### src/rtl/load_store_unit.sv
// Memory-stage load/store initiator: one request at a time, misaligned halves/words
// split into byte beats, load data reassembled and sign/zero-extended.
module load_store_unit #(
    parameter int ADDR_WIDTH = 32
) (
    input  logic                  clock,
    input  logic                  reset,
    input  logic                  req_valid,
    output logic                  req_ready,
    input  logic                  req_write,
    input  logic [1:0]            req_size,
    input  logic                  req_unsigned,
    input  logic [ADDR_WIDTH-1:0] req_addr,
    input  logic [31:0]           req_wdata,
    output logic                  resp_valid,
    output logic [31:0]           resp_rdata,
    output logic                  resp_error,
    output logic [ADDR_WIDTH-1:0] mem_address,
    output logic [31:0]           mem_data_in,
    output logic                  mem_read_write,
    output logic [1:0]            mem_access_size,
    output logic                  mem_is_signed,
    input  logic [31:0]           mem_data_out
);

    typedef enum logic [1:0] {IDLE, ACCESS, RESP} state_t;

    localparam logic [1:0] SIZE_BYTE = 2'b00;
    localparam logic [1:0] SIZE_HALF = 2'b01;
    localparam logic [1:0] SIZE_WORD = 2'b10;
    localparam logic [1:0] SIZE_BAD  = 2'b11;

    state_t                state, state_next;
    logic [1:0]            beat_p1, beat_next;
    logic [31:0]           rdata_p1, rdata_next;
    logic                  write_p0;
    logic                  unsigned_p0;
    logic [1:0]            size_p0;
    logic [ADDR_WIDTH-1:0] addr_p0;
    logic [31:0]           wdata_p0;
    logic                  accept;
    logic                  split;
    logic [1:0]            last_idx;
    logic                  last_beat;
    logic [4:0]            lane;

    function automatic logic [31:0] extend_load(input logic [31:0] raw,
                                                input logic [1:0]  size,
                                                input logic        zext);
        logic signed [7:0]  byte_s;
        logic signed [15:0] half_s;
        logic [31:0]        result;
        byte_s = raw[7:0];
        half_s = raw[15:0];
        result = raw;
        case (size)
            SIZE_BYTE: result = zext ? {24'b0, raw[7:0]}  : 32'(byte_s);
            SIZE_HALF: result = zext ? {16'b0, raw[15:0]} : 32'(half_s);
            default:   result = raw;
        endcase
        return result;
    endfunction

    assign req_ready  = (state == IDLE) && !reset;
    assign accept     = req_valid && req_ready;
    assign resp_valid = (state == RESP) && !reset;
    assign resp_error = resp_valid && (size_p0 == SIZE_BAD);
    assign resp_rdata = (resp_valid && !write_p0 && (size_p0 != SIZE_BAD)) ? rdata_p1 : 32'b0;

    assign split     = ((size_p0 == SIZE_HALF) && addr_p0[0]) ||
                       ((size_p0 == SIZE_WORD) && (addr_p0[1:0] != 2'b00));
    assign last_idx  = !split ? 2'd0 : ((size_p0 == SIZE_HALF) ? 2'd1 : 2'd3);
    assign last_beat = (beat_p1 == last_idx);
    assign lane      = {beat_p1, 3'b000};

    always_comb begin
        state_next      = state;
        beat_next       = beat_p1;
        rdata_next      = rdata_p1;
        mem_address     = '0;
        mem_data_in     = 32'b0;
        mem_read_write  = 1'b0;
        mem_access_size = SIZE_WORD;
        mem_is_signed   = 1'b0;
        case (state)
            IDLE: begin
                if (accept) begin
                    beat_next  = 2'd0;
                    rdata_next = 32'b0;
                    state_next = (req_size == SIZE_BAD) ? RESP : ACCESS;
                end
            end
            ACCESS: begin
                mem_read_write = write_p0;
                if (split) begin
                    mem_address                 = addr_p0 + ADDR_WIDTH'(beat_p1);
                    mem_access_size             = SIZE_BYTE;
                    mem_is_signed               = 1'b0;
                    mem_data_in                 = {24'b0, wdata_p0[lane +: 8]};
                    rdata_next[lane +: 8]       = mem_data_out[7:0];
                end else begin
                    mem_address     = addr_p0;
                    mem_access_size = size_p0;
                    mem_is_signed   = ~unsigned_p0;
                    mem_data_in     = wdata_p0;
                    rdata_next      = mem_data_out;
                end
                beat_next = beat_p1 + 2'd1;
                // Extension happens once the final byte lane is in place.
                if (last_beat) begin
                    state_next = RESP;
                    rdata_next = extend_load(rdata_next, size_p0, unsigned_p0);
                end
            end
            RESP: begin
                state_next = IDLE;
            end
            default: begin
                state_next = IDLE;
            end
        endcase
    end

    always_ff @(posedge clock) begin
        if (reset) begin
            state    <= IDLE;
            beat_p1  <= 2'd0;
            rdata_p1 <= 32'b0;
        end else begin
            state    <= state_next;
            beat_p1  <= beat_next;
            rdata_p1 <= rdata_next;
        end
    end

    // Request capture: fields held for the whole transaction.
    always_ff @(posedge clock) begin
        if (accept) begin
            write_p0    <= req_write;
            size_p0     <= req_size;
            unsigned_p0 <= req_unsigned;
            addr_p0     <= req_addr;
            wdata_p0    <= req_wdata;
        end
    end

endmodule

### config.mk
export PLATFORM = sky130hd
export DESIGN_NAME = load_store_unit
export DESIGN_NICKNAME = d
export VERILOG_FILES = /design/src/rtl/load_store_unit.sv
export SDC_FILE = /design/constraint.sdc
export NUM_CORES = 1
export LEC_CHECK = 0
export BUFFER_PORTS_ARGS = -buffer_cell sky130_fd_sc_hd__buf_2
export CAP_MARGIN = 25
export CORE_MARGIN = 2
export CORE_UTILIZATION = 35
export CTS_CLUSTER_DIAMETER = 80
export DETAILED_ROUTE_END_ITERATION = 10
export GPL_TIMING_DRIVEN = 0
export MAX_ROUTING_LAYER = met4
export PLACE_DENSITY = 0.59
export SYNTH_ARGS = -nofsm -noshare
export SYNTH_HDL_FRONTEND = slang
export SYNTH_SLANG_ARGS = --single-unit
### constraint.sdc
create_clock -name clock -period 4.6 [get_ports clock]
set_input_delay 0.92 -clock clock [delete_from_list [all_inputs] [get_ports clock]]
set_output_delay 0.92 -clock clock [all_outputs]
set_load 0.01 [all_outputs]
==> impl_metrics.csv <==
group,metric,value,unit
status,status,"complete, no violations",
place,placed_cell_area,7120,um^2
setup_path,startpoint,"addr_p0[0]",
synth,synthDistinctLibCells,56,
global_routing,grt_overflow,0,
timing,setup_viol,0,
power,power.leakage,0.00330,uW
setup_path,cp-start-kind,"register",
synth,yosys_warnings,0,
layout,mostFrequentLayoutCells,"buf_2 (211), edfxtp_1 (68), and3_1 (62), nor2_1 (60), nand2_1 (47)",
layout,area_delta_synth_final,27.3,%
timing,rsz0062_at_grt,"no",
clock_tree,clk_latency,0.35,ns
setup_path,critPathKind,"reg -> out",
synth,synth_seq_area_share,47.5,%
global_routing,grt_max_degree,69,
timing,fin_skew,0.00997,ns
power,pwr-share-comb,16.3,%
clock_tree,clock_path_buffers,2,
clock_tree,cts_resized,0,
setup_path,regToRegEndpoint,"rdata_p1[29]",
hold_path,hold_start,"rdata_p1[23]",
layout,final_cells,1017,
floorplan,start_util,35.5,%
power,p_int,1610,uW
clock_tree,postCtsSetupRepairBufs,0,
layout,drive_above_1_share,32.9,%
clock_tree,cts_max_level,3,
drt,drc,0,
drt,ant_nets,0,
power,p_clk_share,34.9,%
setup_path,critPathMaxFanout,10,
power,p_sw,603,uW
synth,async_flop_share,0,%
layout,final_common_cell,"buf_2",
global_routing,grt_pass1_vias,5121,
setup_path,r2r_setup_slack,2.07,ns
synth,syn-num-nets,687,
global_routing,antenna_found_initial,0,
synth,synth_edf_count,68,
clock_tree,tritoncts,"built",
timing,period_needed,3.90,ns
synth,synth-seq-cells,104,
setup_path,r2r_cells,10,
floorplan,ios,206,
flow_run,max_cap_viol_count,0,
layout,final_area,7410,um^2
hold_path,whs_endpoint,"rdata_p1[23]",
timing,slew_violations,0,
clock_tree,cts_hold_buf,0,
layout,fin_nets,902,
power,seq_power_share,48.9,%
hold_path,hold_class,"reg -> reg",
floorplan,die_height,133,um
timing,worst_pin_slew,0.954,ns
floorplan,fp-row-count,47,
power,vdd_drop_max,0.000186,V
setup_path,endpoint_kind,"output port",
synth,synth_flop_cell,"edfxtp_1",
place,io_buffers,204,
drt,via_per_inst,5.16,
floorplan,die-area,17700,um^2
drt,wl,18200,um
global_routing,grtUsageTotal,21.1,%
place,placedCellCount,1001,
drt,wl_per_cell,17.9,um
timing,period_share,84.8,%
floorplan,die_x,133,um
setup_path,arrival,2.98,ns
power,p_sw_share,27.2,%
timing,fin_tns_setup,0,ns
setup_path,crit_required,3.68,ns
clock_tree,cts_root_buf,"clkbuf_16",
synth,syn_area_per_cell,10.1,um^2
layout,n_fill_cell,1584,
drt,drt_iter0_drc,323,
global_routing,grt_pass1_wl,28100,um
hold_path,holdPathStages,2,
place,place_congestion,0.863,
drt,firstDrtPassIters,5,
power,power_density,299,nW/um^2
drt,num_vias,5249,
floorplan,coreArea,16400,um^2
setup_path,reg2reg_from,"beat_p1[0]",
synth,netlist_instances,577,
timing,slew_headroom,36.2,%
timing,fmax,256,MHz
place,dpl.hpwl,13500,um
timing,hold_violations,0,
clock_tree,cts_made_buffers,9,
synth,synth.cell_area,5820,um^2
clock_tree,cts_sinks,104,
clock_tree,clkTransAtPathRegs,0.08,ns
layout,antenna_cells,0,
[metal layers]
layer / global-route usage (%) / routed length [um] / up-vias
li1: - / - / 2563
met1: 27.7 / 8210 / 2470
met2: 32.7 / 8330 / 197
met3: 5.48 / 1370 / 19
met4: 5.38 / 288 / 0
met5: - / 0 / -
[worst max-delay path: stages (launching register included)]
cell,delay (ns)
edfxtp_1,0.54
ha_1,0.24
inv_1,0.05
fa_1,0.42
nor4b_4,0.48
buf_2,0.33
nand4_1,0.14
xor2_1,0.20
nor2_1,0.06
buf_2,0.15
[area by class of cell]
cell class	count	area (um^2)	share of cell area, %
Tap cell	220	275	3.72
Clock buffer	10	229	3.09
Clock inverter	6	60.1	0.811
Sequential cell	104	2760	37.3
Timing Repair Buffer	204	1020	13.8
Inverter	10	40.0	0.541
Buffer	45	208	2.80
Multi-Input combinational cell	418	2810	38.0
[synth_stat cells, types with 2 or more instances]
| library cell | instances | area (um^2) |
|---|---|---|
| or3_1 | 2 | 12.5 |
| and2_1 | 7 | 43.8 |
| o211ai_1 | 6 | 45.0 |
| buf_4 | 4 | 30.0 |
| a22oi_1 | 9 | 67.6 |
| nand2b_1 | 2 | 12.5 |
| xor2_1 | 22 | 193 |
| a31oi_1 | 15 | 93.8 |
| nor2_1 | 60 | 225 |
| nand2_1 | 47 | 176 |
| buf_6 | 2 | 22.5 |
| and4_1 | 4 | 35.0 |
| xnor2_1 | 5 | 43.8 |
| a221oi_1 | 6 | 52.6 |
| nor2b_1 | 16 | 100 |
| nor4b_1 | 2 | 17.5 |
| clkbuf_1 | 31 | 116 |
| nor4b_4 | 2 | 47.6 |
| inv_1 | 9 | 33.8 |
| mux4_2 | 8 | 180 |
| mux2i_1 | 2 | 20.0 |
| dfxtp_1 | 36 | 721 |
| o211ai_2 | 10 | 125 |
| edfxtp_1 | 68 | 2040 |
| nand3_1 | 21 | 105 |
| a2bb2oi_1 | 16 | 140 |
| nand4_1 | 11 | 68.8 |
| and3_1 | 62 | 388 |
| o21a_1 | 8 | 60.1 |
| nor3_1 | 11 | 55.1 |
| buf_2 | 7 | 35.0 |
| a21oi_1 | 29 | 145 |
| o21ai_0 | 9 | 45.0 |
| ha_1 | 6 | 75.1 |
[state kept, by name, summed over array words and instances, names as in the netlist]
signal	flops
addr_p0	32
wdata_p0	32
unsigned_p0	1
size_p0	2
write_p0	1
beat_p1	2
rdata_p1	32
state	2
[power by group through the flow]
stage / combinational [uW] / clock (uW) / sequential, uW
final: 360 / 772 / 1080
after floorplan: 216 / 0 / 1090
after global routing: 397 / 819 / 1090
after detailed placement: 361 / 0 / 1100
after global placement: 358 / 0 / 1100
after CTS: 362 / 786 / 1080
[logic make-up (layout without fill, tap and decap cells)]
logic type / Yosys count / after routing / synth area share [%]
AO/OA/AOI/OAI: 117 / 117 / 15.0
AND/OR/NAND/NOR: 255 / 255 / 23.7
flip-flops: 104 / 104 / 47.5
multiplexers: 11 / 11 / 3.63
buffers and inverters: 55 / 275 / 4.21
XOR/XNOR: 28 / 28 / 4.34
adder cells (fa/ha/maj): 7 / 7 / 1.63
[how the worst max path moves through the flow]
stage | end | slack, ns | cells after the start
floorplan | addr_p0[0] | 1.09 | 4
global placement | wdata_p0[0] | 0.23 | 4
detailed placement | resp_rdata[30] | 0.99 | 5
CTS | mem_address[28] | 0.68 | 9
global route | mem_address[28] | 0.54 | 9
finish | mem_address[28] | 0.70 | 9
[metrics by stage]
stage               setup WS, ns  power (uW)  util, %  hold slack [ns]
CTS                        0.681        2230     45.1            0.491
floorplan                   1.09        1310        -            0.452
finish                     0.701        2210     45.1            0.491
detailed placement         0.994        1460     43.4            0.476
global placement           0.231        1460     43.4            0.470
global route               0.542        2300     45.1            0.518
Note: power is estimated with default switching activity, not from simulation.
